<file path="src/rtl/alu_op_stage.sv">
// alu_op_stage: registered issue/execute ALU stage with valid/ready handshake
module alu_op_stage #(
  parameter int size = 8,
  parameter int cntw = 16
) (
  input  logic            clk,
  input  logic            rst_n,
  input  logic            in_valid,
  output logic            in_ready,
  input  logic [2:0]      op,
  input  logic [size-1:0] a,
  input  logic [size-1:0] b,
  output logic            out_valid,
  input  logic            out_ready,
  output logic [size-1:0] c,
  output logic            zero,
  output logic            carry,
  output logic            ovf,
  output logic            busy,
  output logic [cntw-1:0] ops_done
);
  typedef enum logic [1:0] {IDLE, EXEC, DONE} state_t;
  state_t state;
  logic [2:0] rop;
  logic [size-1:0] ra, rb, res;
  logic [size:0] sum, dif;
  logic cy, ov;
  assign in_ready = state == IDLE;
  assign busy = state != IDLE;
  // ALU evaluated on the latched operands; the extra MSB of sum/dif is carry/borrow
  always_comb begin
    sum = {1'b0, ra} + {1'b0, rb};
    dif = {1'b0, ra} - {1'b0, rb};
    res = rop == 3'd0 ? ra & rb :
          rop == 3'd1 ? ra | rb :
          rop == 3'd2 ? ra ^ rb :
          rop == 3'd3 ? sum[size-1:0] :
          rop == 3'd4 ? dif[size-1:0] :
          rop == 3'd5 ? ~ra :
          rop == 3'd6 ? {ra[size-2:0], 1'b0} : ra;
    cy = rop == 3'd3 ? sum[size] :
         rop == 3'd4 ? dif[size] :
         rop == 3'd6 ? ra[size-1] : 1'b0;
    ov = rop == 3'd3 ? (ra[size-1] == rb[size-1]) && (sum[size-1] != ra[size-1]) :
         rop == 3'd4 ? (ra[size-1] != rb[size-1]) && (dif[size-1] != ra[size-1]) : 1'b0;
  end
  // FSM: accept in IDLE, compute in EXEC, hold the result in DONE until taken
  always_ff @(posedge clk) begin
    if (!rst_n) begin
      state <= IDLE;
      rop <= '0;
      ra <= '0;
      rb <= '0;
      c <= '0;
      zero <= 1'b0;
      carry <= 1'b0;
      ovf <= 1'b0;
      out_valid <= 1'b0;
      ops_done <= '0;
    end else begin
      case (state)
        IDLE: if (in_valid) begin
          rop <= op;
          ra <= a;
          rb <= b;
          state <= EXEC;
        end
        EXEC: begin
          c <= res;
          zero <= res == '0;
          carry <= cy;
          ovf <= ov;
          out_valid <= 1'b1;
          state <= DONE;
        end
        DONE: if (out_ready) begin
          out_valid <= 1'b0;
          ops_done <= ops_done + cntw'(1);
          state <= IDLE;
        end
        default: state <= IDLE;
      endcase
    end
  end
endmodule

</file>
<file path="config.mk">
export PLATFORM = sky130hd
export DESIGN_NAME = alu_op_stage
export DESIGN_NICKNAME = d
export VERILOG_FILES = /design/src/rtl/alu_op_stage.sv
export SDC_FILE = /design/constraint.sdc
export NUM_CORES = 1
export LEC_CHECK = 0
export BUFFER_PORTS_ARGS = -buffer_cell sky130_fd_sc_hd__buf_2
export CORE_MARGIN = 2
export CORE_UTILIZATION = 35
export CTS_CLUSTER_SIZE = 28
export DETAILED_ROUTE_END_ITERATION = 8
export SLEW_MARGIN = 25
export SYNTH_ARGS = -nofsm -noshare
export SYNTH_HDL_FRONTEND = slang
export SYNTH_SLANG_ARGS = --single-unit
</file>
<file path="constraint.sdc">
create_clock -name clk -period 3.3 [get_ports clk]
set_clock_uncertainty 0.1 [all_clocks]
set_input_delay 0.66 -clock clk [delete_from_list [all_inputs] [get_ports clk]]
set_output_delay 0.66 -clock clk [all_outputs]
set_load 0.005 [all_outputs]
</file>
==> out/metrics.sh <==
RUN_STATUS='completed'
N_ANTENNA_CELL=0
TRITONCTS.NUM_BUFFERS=5
WORST_ENDPOINT_DATA_ARRIVAL_TIME_NS=2.89
POST_CTS_RESIZE_COUNT=0
NUMBER_OF_BUFFERS_ADDED_TO_FIX_HOLD_VIOLATIONS_AFTER_CTS=0
FINAL.FILL_COUNT=993
SYN-CELL-AREA_UM2=3390
ACHIEVABLE-FREQUENCY_GHz=0.364
GP_ROUTABILITY_CONGESTION=0.904
LAYOUT-AREA-OVERHEAD-VS-SYNTH_PCT=12.4
FINALSETUPVIOLCOUNT=0
VIAS_PER_CELL=5.22
CTS_ROOT_BUFFER='clkbuf_8'
FP.DIEAREA_UM2=10500
CLOCK_TREE.HTREE_LEVEL_COUNT=2
GRTUSAGETOTAL_PCT=17.7
MAX_CAPACITANCE_VIOLATION_COUNT=0
POST_SYNTH_FA_HA_MAJ_AREA_FRACTION_PCT=10.8
DETAILED_PLACE_HPWL_MM=6.56
SWITCHING_POWER_mW=0.472
HOLD_VIOL_FINAL=0
FINAL_SETUP_TNS_NS=0
DOMINANT_COMBINATIONAL_CELL_FAMILY_BY_AREA_AFTER_SYNTHESIS='compound AO/OA/AOI/OAI gates'
YOSYSTOPAREACELLSHARE_PCT=28.9
FINAL_LAYOUT_SIZE_SUFFIX_GT1_SHARE_PCT=16.0
LAYOUTNONFILLERINSTCOUNT=611
INT_PWR_mW=0.992
PORT-BUFFER-COUNT=52
NUMBER_OF_SYNTHESIZED_FLOPS_WITH_AN_ENABLE_PIN=0
WIRE_LENGTH_OF_THE_FIRST_GLOBAL_ROUTING_PASS_MM=14.6
CP_MAX_DELAY_CELL='fa_1'
CTS_TREE='built'
RATIO_OF_FINAL_MINIMUM_PERIOD_TO_CLOCK_PERIOD_PCT=83.3
FINALWORSTPATHREQUIREDPERIOD_NS=2.75
POSTROUTEWIRELENGTH_MM=8.97
FINALHOLDWORSTSLACK_NS=0.361
BUFFERS_PLUS_INVERTERS_ON_THE_WORST_SETUP_PATH=1
SYNTH.YOSYS.WARNINGS=0
CLOCKBUFFERDEPTH=2
SYNTH_FLOP_CELL='dfxtp_1'
TIGHTEST_SLEW_NS=0.878
NUM_VIAS=3188
POST-SYNTH-TOP-AREA-CELL='dfxtp_1'
DIE_W_UM=102
UNREPAIRED_SETUP_ENDPOINTS_AFTER_GLOBAL_ROUTING='false'
SLEW_HEADROOM_PCT=41.3
SYNTH_CELLS=448
SYN-NUM-NETS=499
NUMPLACEDINSTANCES=603
DIE_Y_UM=102
FINALPOWER_mW=1.46
WORST-ENDPOINT-REQUIRED_NS=3.44
TIMING_MAX_TRANSITION_VIOLATIONS_FINAL=0
GRT-OVFL-TOTAL=0
DESIGN.PORTCOUNT=53
SYNTH_SEQ_CELLS=49
CLKPWRFRAC_PCT=30.7
FP.COREAREA_UM2=9330
HOLD_CRIT_PATH_TYPE='reg2reg'
DRTANTENNAVIOLNETS=0
CELL_AREA_REPORTED_AFTER_DETAILED_PLACEMENT_UM2=3700
SETUP.WORST_PATH.END_CLASS='flip-flop'
SYNTH_SIMPLE_GATE_AREA_SHARE_PCT=22.2
SYNTH.AREA.MUX_SHARE_PCT=2.21
LARGEST_NET_DEGREE_AT_THE_START_OF_GLOBAL_ROUTING=47
CTS_SINKS=49
ROWS=35
DRT_ITER0_DRC=168
INITIAL_CORE_UTILIZATION_PCT=36.4
POWER-PER-CELL-AREA_nW_PER_UM2=384
SWSHARE_PCT=32.2
NUM-NETS-FINAL=532
TIMING.CRITICAL_PATH.FROM_TYPE='flip-flop'
SYNTH_COMPOUND_AREA_SHARE_PCT=22.8
TIMING.CRITICAL_PATH.CELLS='inv_1, ha_1, fa_1, nor3_2, o311ai_2, a21oi_1, o21ai_1, a32oi_1, nand4_1, o31ai_2'
FINAL_AREA_UM2=3810
POST-ROUTE-DRC-COUNT=0
SEQ_POWER_SHARE_PCT=44.0
YOSYS.AREA_SHARE.XOR_XNOR_PCT=5.94
CRITICAL_PATH_CLASS='reg2reg'
DRT_PASS1_ITERATIONS=4
SYNTH_AREA_PER_CELL_UM2=7.57
SEQUENTIAL_AREA_SHARE_AFTER_SYNTHESIS_PCT=28.9
SYNTH_TOP_CELLS_BY_AREA='dfxtp_1 (29%), ha_1 (9.6%), nand2_1 (7.7%), a21oi_1 (7.1%), nor2_1 (4.3%)'
GATE_POWER_SHARE_PCT=25.4
CPPEAKSTAGEDELAY_NS=0.43
IRDROPWORSTVDD_mV=0.177
LEAKAGE_nW=1.58
CTS.CLK_SLEW.WORST_PATHS_NS=0.10
ASYNC_RESET_FF_SHARE_PCT=0
CRITICAL_PATH_PEAK_FANOUT=6
CLOCK_NETWORK_LATENCY_TO_THE_LATER_PIN_OF_THE_WORST_SKEW_PAIR_NS=0.31
CTS_POST_SETUP_BUFFERS_INSERTED=0
CP_TOP_FAMILY='compound AO/OA/AOI/OAI gates'
NETLIST-CELL-TYPE-COUNT=61
WL_PER_CELL_UM=14.7
GRT_ANTENNA_BEFORE_REPAIR=0
FIRST_GLOBAL_VIAS=2959
[cells by family (layout without fill, tap and decap cells)]
kind of cell | count (synthesis) | count (layout)
AND/OR/NAND/NOR | 163 | 163
XOR/XNOR | 23 | 23
AO/OA/AOI/OAI | 123 | 123
adder cells (fa/ha/maj) | 28 | 28
buffers and inverters | 57 | 91
multiplexers | 5 | 5
flip-flops | 49 | 49
[cell usage in the layout, fill, tap and decap left out, drive strengths merged, types with 6 or more instances in the layout]
master	instances
nand2	70
buf	56
dfxtp	49
a21oi	48
nor2	40
inv	28
ha	26
o21ai	24
xor2	14
nand2b	9
xnor2	9
nand3	8
a211oi	7
nor3	7
a31oi	6
and3	6
[synthesized netlist by cell type, types with 7 or more instances]
cell type  number
nand2_1        70
o21ai_1        13
a211oi_1        7
inv_1          24
a21oi_1        48
xnor2_1         9
o21ai_0        11
clkbuf_1       18
nor2_1         39
nand3_1         8
xor2_1         14
ha_1           26
nand2b_1        9
dfxtp_1        49
[layout make-up]
class / count / area (µm²) / area share (%)
Clock buffer: 5 / 68.8 / 1.80
Clock inverter: 3 / 43.8 / 1.15
Inverter: 27 / 101 / 2.66
Multi-Input combinational cell: 342 / 2170 / 56.8
Sequential cell: 49 / 981 / 25.7
Tap cell: 129 / 161 / 4.23
Timing Repair Buffer: 56 / 290 / 7.61
[worst paths after layout]
kind | cells after the start | endpoint | slack [ns] | startpoint
max | 10 | zero | 0.55 | ra[0]
min | 2 | c[2] | 0.36 | c[2]
max reg2reg | 10 | zero | 0.55 | ra[0]
min reg2reg | 2 | c[2] | 0.36 | c[2]
[sequential cells by signal, indices dropped and copies added, names as in the netlist]
register,cells
carry,1
rb,8
c,8
ra,8
state,2
ops_done,16
out_valid,1
zero,1
ovf,1
rop,3
[metal layers]
metal,vias to the layer above,global-route usage [%],wire (µm)
met4,0,5.33,158
met2,80,29.0,4190
met1,1485,24.0,4220
met5,-,0,0
li1,1609,-,-
met3,14,2.87,401
[power by group through the flow]
stage | registers (mW) | logic [mW] | clock network, mW
2_1_floorplan | 0.651 | 0.280 | 0
3_3_place_gp | 0.656 | 0.360 | 0
3_5_place_dp | 0.657 | 0.365 | 0
4_1_cts | 0.643 | 0.368 | 0.461
5_1_grt | 0.648 | 0.415 | 0.485
6_report | 0.644 | 0.371 | 0.449
[through the flow]
step	util, %	setup slack (ns)
CTS	40.9	0.612
finish	40.9	0.550
floorplan	-	0.901
detailed placement	39.7	0.656
global placement	39.7	0.704
global route	40.9	0.357
[worst register-to-register path, delay by kind of cell, from the launching register on]
family | cells | cell delay [ns]
simple gates | 2 | 0.40
compound gates | 5 | 1.01
flops | 1 | 0.36
fa+ha+maj | 2 | 0.67
buf+inv | 1 | 0.13
Power figures use the tool's default switching activity.
